File: config.mk
export PLATFORM = sky130hd
export DESIGN_NAME = calculator_inv_seq
export DESIGN_NICKNAME = d
export VERILOG_FILES = /design/src/rtl/calculator_inv_seq.sv
export SDC_FILE = /design/constraint.sdc
export NUM_CORES = 1
export LEC_CHECK = 0
export ABC_AREA = 0
export CAP_MARGIN = 20
export CORE_AREA = 10 10 88 90
export CTS_CLUSTER_DIAMETER = 200
export CTS_CLUSTER_SIZE = 12
export DETAILED_ROUTE_END_ITERATION = 7
export DIE_AREA = 0 0 98 100
export DONT_BUFFER_PORTS = 1
export PLACE_DENSITY_LB_ADDON = 0.12
export SKIP_LAST_GASP = 1
export SYNTH_ARGS = -nofsm -noshare
export SYNTH_HDL_FRONTEND = slang
export SYNTH_SLANG_ARGS = --single-unit
File: constraint.sdc
create_clock -name clk -period 2 [get_ports clk]
set_input_delay 0.2 -clock clk [delete_from_list [all_inputs] [get_ports clk]]
set_output_delay 0.2 -clock clk [all_outputs]
set_load 0.02 [all_outputs]
File: src/rtl/calculator_inv_seq.sv
// Purpose : 8-bit inverse calculator; op=0 subtract (mod 256), op=1 unsigned restoring divide.
// Latency : subtract 1 cycle, divide 9 cycles (accept edge to resp_val).
// Backpres: result held in DONE until resp_val & resp_rdy; req_rdy only in IDLE, so no overlap.
//
// Ports:
//   clk, reset               clock and asynchronous active-high reset
//   req_val / req_rdy        request handshake; req_in0, req_in1, req_op sampled at accept
//   resp_val / resp_rdy      response handshake; resp_result = difference or quotient
//   resp_rem                 remainder output, present only when CALC_REM_EN is defined
//
// Optional feature macro: CALC_REM_EN (adds the resp_rem port and its output register).
module calculator_inv_seq (
  input  logic       clk,
  input  logic       reset,
  input  logic       req_val,
  output logic       req_rdy,
  input  logic [7:0] req_in0,
  input  logic [7:0] req_in1,
  input  logic       req_op,
  output logic       resp_val,
  input  logic       resp_rdy,
`ifdef CALC_REM_EN
  output logic [7:0] resp_rem,
`endif
  output logic [7:0] resp_result
);

  // Subtraction completes on the accept edge itself, so it goes straight
  // from IDLE to DONE and needs no state of its own.
  typedef enum logic [1:0] {
    IDLE = 2'd0,
    DIV  = 2'd1,
    DONE = 2'd2
  } state_t;

  state_t     state_q, state_d;
  logic [2:0] count_q, count_d;
  logic [7:0] dvd_q,   dvd_d;    // dividend, shifted out MSB-first; quotient shifts in at LSB
  logic [7:0] dvs_q,   dvs_d;    // divisor
  logic [7:0] rem_q,   rem_d;    // partial remainder
  logic [7:0] result_q, result_d;
`ifdef CALC_REM_EN
  logic [7:0] rem_out_q, rem_out_d;
`endif

  // One restoring step. Before the shift the partial remainder is always
  // below 128 (it never exceeds the dividend bits consumed so far), so
  // carrying rem_q[7] into a 9-bit compare is equivalent to dropping it.
  logic [8:0] rem_wide;
  logic       step_ge;
  logic [7:0] rem_next;
  logic [7:0] quo_next;

  always_comb begin
    rem_wide = {rem_q, dvd_q[7]};
    step_ge  = (rem_wide >= {1'b0, dvs_q});
    rem_next = step_ge ? (rem_wide[7:0] - dvs_q) : rem_wide[7:0];
    quo_next = {dvd_q[6:0], step_ge};
  end

  always_comb begin
    state_d  = state_q;
    count_d  = count_q;
    dvd_d    = dvd_q;
    dvs_d    = dvs_q;
    rem_d    = rem_q;
    result_d = result_q;
`ifdef CALC_REM_EN
    rem_out_d = rem_out_q;
`endif
    req_rdy  = 1'b0;
    resp_val = 1'b0;

    case (state_q)
      IDLE: begin
        req_rdy = 1'b1;
        if (req_val) begin
          dvd_d   = req_in0;
          dvs_d   = req_in1;
          rem_d   = 8'h00;
          count_d = 3'd0;
          if (req_op) begin
            state_d = DIV;
          end else begin
            result_d = req_in0 - req_in1;
`ifdef CALC_REM_EN
            rem_out_d = 8'h00;
`endif
            state_d  = DONE;
          end
        end
      end

      DIV: begin
        dvd_d   = quo_next;
        rem_d   = rem_next;
        count_d = count_q + 3'd1;
        if (count_q == 3'd7) begin
          result_d = quo_next;
`ifdef CALC_REM_EN
          rem_out_d = rem_next;
`endif
          state_d  = DONE;
        end
      end

      DONE: begin
        resp_val = 1'b1;
        if (resp_rdy) begin
          state_d = IDLE;
        end
      end

      default: begin
        state_d = IDLE;
      end
    endcase
  end

  always_ff @(posedge clk or posedge reset) begin
    if (reset) begin
      state_q  <= IDLE;
      count_q  <= 3'd0;
      dvd_q    <= 8'h00;
      dvs_q    <= 8'h00;
      rem_q    <= 8'h00;
      result_q <= 8'h00;
`ifdef CALC_REM_EN
      rem_out_q <= 8'h00;
`endif
    end else begin
      state_q  <= state_d;
      count_q  <= count_d;
      dvd_q    <= dvd_d;
      dvs_q    <= dvs_d;
      rem_q    <= rem_d;
      result_q <= result_d;
`ifdef CALC_REM_EN
      rem_out_q <= rem_out_d;
`endif
    end
  end

  assign resp_result = result_q;
`ifdef CALC_REM_EN
  assign resp_rem = rem_out_q;
`endif

endmodule
==> out/results.tsv <==
stage	metric	value	unit
logic_synthesis	synth warn	0	
grt	GRT overflow	0	
floorplan	CORE AREA	0.00613	sq mm
pwr	Leak Pwr	1.24	nW
logic_synthesis	Mapped Cells	265	
sta	fin crit share	95.0	%
flow_run	Max-Cap Viols	0	
floorplan	Initial Utilization	38.7	%
logic_synthesis	Post-Syn Area	0.00237	sq mm
placed_design	# port buffers	0	
sta	Slew headroom	57.7	%
status	status	finished clean	
sta	f_max	0.526	GHz
sta	setup TNS	0	ps
grt	largest net degree at the start of global routing	38	
floorplan	die area	0.00980	sq mm
setup_path	crit end category	register	
setup_path	Data arrival, critical path	2050	ps
logic_synthesis	syn avg cell area	8.95	sq um
floorplan	Cell Rows	29	
cts	worst-case clock buffer depth	2	
pwr	Worst VDD drop	0.000773	V
logic_synthesis	post-synthesis sequential area ratio	39.1	%
setup_path	CP max FO	5	
drt	via/cell ratio	5.32	
pwr	pwr/cell area	1810	mW/mm^2
cts	CTS Buf Count	5	
cts	CTS tree	built	
sta	Min Clock Period, post-route	1900	ps
sta	fin. max-slew vios	0	
drt	post-route ant nets	0	
cts	H-tree depth	2	
placed_design	hpwl dp	4.49	mm
floorplan	Die Ht	100	um
logic_synthesis	Post-synth EDFFs	0	
drt	First DRT Iteration DRCs	73	
logic_synthesis	Post-synth ARST share	100	%
cts	clock sink count	37	
sta	final hold viol count	0	
finish	Layout Nets	322	
cts	Clk Latency, worst-skew pair	290	ps
finish	Final Util	45.3	%
setup_path	WP data required	2150	ps
logic_synthesis	syn_nets	305	
setup_path	cells on worst reg2reg path	7	
setup_path	class of the most critical setup path	reg -> reg	
placed_design	routability cong.	0.865	
finish	diode count	0	
setup_path	CP Launch Type	register	
finish	area grow syn2layout	17.2	%
sta	Worst-Margin Slew	634	ps
cts	clock slew at reported path FFs	80	ps
cts	clock root cell	clkbuf_8	
sta	clock skew	6.27	ps
finish	share of layout cells above drive strength 1	17.4	%
floorplan	Die W	98	um
grt	initial antenna violation count	0	
grt	GRT Resource Usage Total	12.3	%
hold_path	Hold Crit Class	in -> reg	
drt	routed wire length	6.07	mm
drt	first-pass iteration count of the detailed router	4	
hold_path	depth of the worst hold-timing path	1	
drt	Routed WL per cell	16.9	um
drt	drt drc	0	
sta	setup violators final	0	
grt	first-pass GRT wire length	9.98	mm
logic_synthesis	number of synthesized register bits	37	
logic_synthesis	Most used DFF post-synth	dfrtp_1	
logic_synthesis	Cell variety after synth	44	
drt	via count	1909	
floorplan	total I/O pin count	31	
grt	vias in the first global route	1992	
[what timing repair did]
| item | CTS | global route |
|---|---|---|
| hold buffers | 1 | 0 |
| hold endpoints to repair | 37 | 0 |
| pin swaps | 2 | 5 |
| gates resized for setup | 2 | 16 |
| setup endpoints to repair | 2 | 9 |
| setup buffers | 0 | 3 |
[kinds of logic (layout without fill, tap and decap cells)]
logic type / count (synthesis) / count (layout) / synth area share [%]
DFF: 37 / 37 / 39.1
buffers and inverters: 33 / 50 / 5.91
AOI/OAI and AO/OA: 82 / 82 / 22.8
adders and majority gates: 19 / 19 / 10.7
muxes: 5 / 5 / 2.22
and+or+nand+nor: 81 / 81 / 16.4
xor gates and xnor gates: 8 / 8 / 2.96
[critical path, cell delays in order (launching register included)]
cell and delay, ps:
dfrtp_1 430, ha_4 260, a21oi_4 190, o21ai_2 90, a2111oi_4 340, buf_6 170, mux2i_2 210, o21ai_1 70
[area by class of cell]
cell class                 instances  area, sq um
clock buffer                       7         86.3
fill                             626         3350
inverter                          21         78.8
multi-input combinational        195         1420
sequential                        37          926
tap                               77         96.3
timing repair buffer              22          171
[layer usage]
layer | share of wire [%] | wire [um] | up-vias | GRT usage (%)
li1 | - | - | 958 | -
met4 | 1.4 | 88 | 0 | 3.58
met5 | 0 | 0 | - | 0
met1 | 48 | 2930 | 908 | 15.7
met2 | 44 | 2640 | 35 | 18.9
met3 | 6.7 | 407 | 8 | 4.40
[cell usage after synthesis, drive strengths merged (5+ instances only)]
cell,count,area [sq um]
dfrtp,37,926
nor2,17,63.8
ha,17,213
clkbuf,9,33.8
a21oi,21,113
o21ai,30,154
inv,21,78.8
xnor2,5,43.8
nand2,34,128
nand2b,7,43.8
and3b,7,61.3
[worst paths after layout]
| check | start | to | slack (ps) |
|---|---|---|---|
| worst max-delay path | rem_q[5] | rem_q[4] | 100 |
| worst min-delay path | resp_rdy | state_q[1] | 10 |
| worst max register to register | rem_q[5] | rem_q[4] | 100 |
| worst min register to register | count_q[2] | count_q[2] | 520 |
| max in group asynchronous | reset | rem_q[6] | 1190 |
| min in group asynchronous | reset | dvd_q[4] | 480 |
[placed cells by master (no fill, tap or decap), types with 4 or more instances in the layout]
master    instances
a32oi_1           4
dfrtp_1          37
inv_1            20
ha_4              5
nor2_1           17
clkbuf_8          6
a21oi_1          17
xnor2_1           5
nand2b_1          6
o21ai_0          26
ha_1             12
nand2_1          33
buf_4            20
and3b_1           7
[through the flow]
| stage | power, mW | cells | instance area (sq um) | hold WS (ps) | setup slack [ps] |
|---|---|---|---|---|---|
| 2_1_floorplan | 3.33 | 265 | 2370 | 308 | 6.63 |
| 3_3_place_gp | 4.04 | 348 | 2540 | 248 | -10.1 |
| 3_5_place_dp | 4.05 | 348 | 2540 | 249 | -35.9 |
| 4_1_cts | 4.67 | 356 | 2650 | 4.01 | 6.33 |
| 5_1_grt | 5.48 | 359 | 2780 | 17.0 | -4.51 |
| 6_report | 5.03 | 359 | 2780 | 11.7 | 100 |
[where the power goes]
group	switching [mW]	leakage [nW]	internal (mW)
registers	0.390	0.458	1.10
clock network	0.273	0.0443	0.274
logic	1.54	0.742	1.45
[sequential cells by signal, indices dropped and copies added (netlist names)]
name	count
dvs_q	8
count_q	3
state_q	2
dvd_q	8
resp_result	8
rem_q	8
Power figures use the tool's default switching activity.
